$ cat src/rtl/bit_serial_adder.sv
// bit_serial_adder: LSB-first one-bit-per-clock adder with valid/ready in and out; define SERIAL_ADD_OVF_EN for an ovf output
module bit_serial_adder #(
  parameter int WIDTH = 8
) (
  input  logic             clk,
  input  logic             rst,
  input  logic             in_valid,
  output logic             in_ready,
  input  logic [WIDTH-1:0] a,
  input  logic [WIDTH-1:0] b,
  input  logic             cin,
  output logic             out_valid,
  input  logic             out_ready,
  output logic [WIDTH-1:0] sum,
`ifdef SERIAL_ADD_OVF_EN
  output logic             ovf,
`endif
  output logic             cout
);
  localparam int CW = $clog2(WIDTH);
  typedef enum logic [1:0] {IDLE, RUN, DONE} state_t;
  state_t r_state, w_next;
  logic [WIDTH-1:0] r_a, r_b, w_sh;
  logic [WIDTH-2:0] r_s;
  logic [CW-1:0] r_cnt;
  logic r_c, w_h, w_s, w_co, w_last;
  assign w_h = r_a[0] ^ r_b[0];
  assign w_s = w_h ^ r_c;
  assign w_co = (r_a[0] & r_b[0]) | (w_h & r_c);
  assign w_sh = {w_s, r_s};
  assign w_last = r_cnt == CW'(WIDTH - 1);
  assign in_ready = r_state == IDLE;
  assign out_valid = r_state == DONE;
  // next state: accept in IDLE, leave RUN on the last bit, release DONE on out_ready
  always_comb begin
    w_next = r_state;
    w_next = (r_state == IDLE && in_valid) ? RUN :
             (r_state == RUN && w_last) ? DONE :
             (r_state == DONE && out_ready) ? IDLE : r_state;
  end
  // state register
  always_ff @(posedge clk) begin
    if (rst) r_state <= IDLE;
    else r_state <= w_next;
  end
  // datapath: load operands, shift one bit per RUN cycle, publish result on the last bit
  always_ff @(posedge clk) begin
    if (rst) begin
      r_a <= '0;
      r_b <= '0;
      r_s <= '0;
      r_c <= 1'b0;
      r_cnt <= '0;
      sum <= '0;
      cout <= 1'b0;
`ifdef SERIAL_ADD_OVF_EN
      ovf <= 1'b0;
`endif
    end else if (r_state == IDLE && in_valid) begin
      r_a <= a;
      r_b <= b;
      r_c <= cin;
      r_cnt <= '0;
    end else if (r_state == RUN) begin
      r_a <= r_a >> 1;
      r_b <= r_b >> 1;
      r_s <= w_sh[WIDTH-1:1];
      r_c <= w_co;
      r_cnt <= w_last ? '0 : r_cnt + CW'(1);
      if (w_last) begin
        sum <= w_sh;
        cout <= w_co;
`ifdef SERIAL_ADD_OVF_EN
        ovf <= r_c ^ w_co;
`endif
      end
    end
  end
endmodule
$ cat config.mk
export PLATFORM = sky130hd
export DESIGN_NAME = bit_serial_adder
export DESIGN_NICKNAME = d
export VERILOG_FILES = /design/src/rtl/bit_serial_adder.sv
export SDC_FILE = /design/constraint.sdc
export NUM_CORES = 1
export LEC_CHECK = 0
export CAP_MARGIN = 25
export CORE_ASPECT_RATIO = 1.4
export CORE_MARGIN = 2
export CORE_UTILIZATION = 60
export DETAILED_ROUTE_END_ITERATION = 16
export DONT_BUFFER_PORTS = 1
export PLACE_DENSITY = 0.74
export REMOVE_ABC_BUFFERS = 1
export SLEW_MARGIN = 0
export SYNTH_ARGS = -nofsm -noshare
export SYNTH_HDL_FRONTEND = slang
export SYNTH_SLANG_ARGS = --single-unit
export TNS_END_PERCENT = 1
$ cat constraint.sdc
create_clock -name clk -period 1.6 [get_ports clk]
set_input_delay 0.16 -clock clk [delete_from_list [all_inputs] [get_ports clk]]
set_output_delay 0.16 -clock clk [all_outputs]
set_load 0.01 [all_outputs]
==> impl_metrics.yaml <==
sta:
  fin_worst_skew_ns: 0.00683
  setup_viol: 0
  slew_viol_final: 0
  period_minus_slack_ns: 1.41
  fin_ws_ns: 0.195
  rsz0062_at_grt: "false"
  hold_viol: 0
  timing.fmax_ghz: 0.712
  fin_crit_sh: 0.878
  tightest_slew_ns: 0.508
  relSlewSlack: 0.661
yosys:
  synth_cells: 193
  ys_ff_latch: 38
  yosys.area_share.simple: 0.237
  synth-seq-area-share: 0.469
  synth_mux_area_frac: 0.0247
  syn_area_per_cell_um2: 8.40
  syn_area_mm2: 0.00162
  yosysWarnings: 0
  synth_top_family_by_area: "simple AND/OR/NAND/NOR gates"
  ys_types: 26
  synthXorXnorAreaFrac: 0
  synth-compound-area-share: 0.191
  yosys.area_share.adder: 0.0278
clock_tree:
  cts_tree: "done"
  clock-root-buffer: "clkbuf_4"
  clkSlewWorstSetupHoldPaths_ns: 0.11
  cts_setup_buffers: 0
  clock_latency_ns: 0.34
  cts_buffer_depth: 2
  clock_sinks: 38
  cts_buffers: 5
  h-tree-depth: 2
power_and_ir_drop:
  p_leak_nw: 0.698
  ir_worst_vdd_uv: 904
  power.density_mw_per_mm2: 1120
placed_design:
  gp_congestion: 0.732
  dp_hpwl_mm: 2.14
  place_inst: 223
  dp_slack_ns: 0.212
  port-buffer-count: 0
final_layout:
  syn2layout_area_growth_pct: 17.0
  drive_gt1_frac: 0.135
  antenna_cells: 0
  fillCellCount: 215
  final_common_cell: "dfxtp_1"
  multi_input_area_um2: 778
  final_cell_mix: "dfxtp_1, nand2_1, a21oi_1"
  fin_nets: 230
  final_core_util: 0.733
  layoutNonFillerInstCount: 243
  regArea_um2: 761
route:
  ant_nets: 0
  routed_via_density: 5.65
  firstDrtPassIters: 4
  drtIter0Drc: 42
  vias: 1372
  post_drt_wl_per_cell_um: 13.5
  drt-total-wl_mm: 3.29
  drc: 0
min_path:
  min_path_type: "primary input to flip-flop"
floorplanning:
  start_util: 0.627
  core_area_mm2: 0.00259
  die_h_um: 65.5
  rows: 22
  die_x_um: 47.9
  dieArea_mm2: 0.00314
  ios: 32
grt:
  grt_pass1_wl_mm: 5.41
  grt_pass1_vias: 1292
  grt_max_degree: 39
  antenna_found_initial: 0
  grt.total_usage: 0.240
  grt_overflow: 0
setup_path:
  critPathCaptureType: "flip-flop"
  cp_num_buf_inv: 0
  timing.rr.end: "r_a[6]"
  cp_cell_sequence: "or3b_1, nor2_1, a311oi_2"
  critPathMaxStageDelay_ns: 0.62
  r2r_slack_ns: 0.19
  r2r-start: "r_state[0]"
  arrival_ns: 1.61
  path_class: "flip-flop to flip-flop"
  cp_max_fo: 15
  endpoint: "r_a[6]"
  cp.required_ns: 1.80
  reg2regPathDepth: 3
  slowest_stage: "or3b_1"
  cpLargestDelayFamily: "simple AND/OR/NAND/NOR gates"
  startpoint: "r_state[0]"
  path_depth: 3
  cp-start-kind: "flip-flop"
flow_run:
  maxCapViolations: 0
run_status:
  status: "finished clean"
-- cell families (layout without fill, tap and decap cells) --
| group | after synthesis | in the layout |
|---|---|---|
| buffers and inverters | 16 | 30 |
| adder cells (fa/ha/maj) | 3 | 3 |
| AND/OR/NAND/NOR | 83 | 83 |
| multiplexers | 4 | 4 |
| AO/OA/AOI/OAI | 49 | 49 |
| flip-flops | 38 | 38 |
-- metrics by stage --
stage	hold slack [ns]	setup TNS [ns]	instance area [µm²]	power, mW
2_1_floorplan	0.225	-0.206	1540	1.19
3_3_place_gp	0.228	0	1660	1.24
3_5_place_dp	0.232	0	1660	1.25
4_1_cts	0.0133	0	1900	2.13
5_1_grt	0.0166	0	1900	2.20
6_report	0.0396	0	1900	2.11
-- area by class of cell --
cell class,count,share of cell area
clock buffers,6,0.0270
clock inverters,2,0.0317
inverters,1,0.00198
multi-input cells,139,0.410
flip-flops and latches,38,0.401
well taps,36,0.0237
repair buffers,21,0.104
-- worst reg2reg max path, delay by kind of cell (launching register included) --
kind,cells,cell delay [ns]
flops,1,0.37
simple gates,2,0.84
compound gates,1,0.06
-- synthesized netlist by cell type --
| cell type | n | area [µm²] |
|---|---|---|
| nand2b_1 | 4 | 25.0 |
| a311oi_2 | 1 | 15.0 |
| fa_1 | 1 | 20.0 |
| inv_1 | 1 | 3.75 |
| nor3_1 | 5 | 25.0 |
| a211oi_1 | 8 | 60.1 |
| o21ba_2 | 1 | 10.0 |
| buf_2 | 6 | 30.0 |
| nor2b_1 | 1 | 6.26 |
| nand2_1 | 37 | 139 |
| a211oi_2 | 3 | 37.5 |
| buf_6 | 2 | 22.5 |
| a21oi_1 | 34 | 170 |
| nand3b_2 | 1 | 11.3 |
| or3b_2 | 2 | 17.5 |
| nor2_1 | 20 | 75.1 |
| nor3b_4 | 1 | 18.8 |
| o221a_2 | 1 | 11.3 |
| or3b_1 | 1 | 8.76 |
| clkbuf_1 | 7 | 26.3 |
| and2b_1 | 1 | 7.51 |
| nand3_1 | 10 | 50.1 |
| mux2i_1 | 4 | 40.0 |
| o21ai_0 | 1 | 5.00 |
| dfxtp_1 | 38 | 761 |
| ha_1 | 2 | 25.0 |
-- power breakdown --
part / switching, mW / leakage [nW] / internal [mW] / total, mW
registers: 0.0329 / 0.310 / 0.994 / 1.03
clock network: 0.309 / 0.0585 / 0.529 / 0.838
logic: 0.135 / 0.329 / 0.114 / 0.250
-- metal layers --
metal  GRT usage  wire length [µm]  vias up
met1       0.248              1250      634
met4      0.0845                56        0
li1            -                 -      689
met2       0.428              1810       42
met5           0                 0        -
met3      0.0714               169        7
-- flip-flops by register name (all words and copies together) (netlist names) --
| name | count |
|---|---|
| r_a | 8 |
| r_b | 8 |
| sum | 8 |
| r_s | 7 |
| r_cnt | 3 |
| r_state | 2 |
| cout | 1 |
| r_c | 1 |
-- repair_timing --
action	in CTS	in global routing
endpoints found under the setup margin	0	0
endpoints found under the hold margin	38	0
hold buffers	12	0
gates resized for setup	0	0
-- how the worst min path moves through the flow --
stage	slack, ns	depth (start not counted)	to	startpoint
floorplan	0.22	1	r_a[2]	rst
global placement	0.23	1	r_a[2]	rst
detailed placement	0.23	1	r_a[4]	rst
CTS	0.01	2	r_a[4]	a[4]
global route	0.02	2	r_a[2]	a[2]
finish	0.04	2	r_a[2]	a[2]
Note: power is estimated with default switching activity, not from simulation.
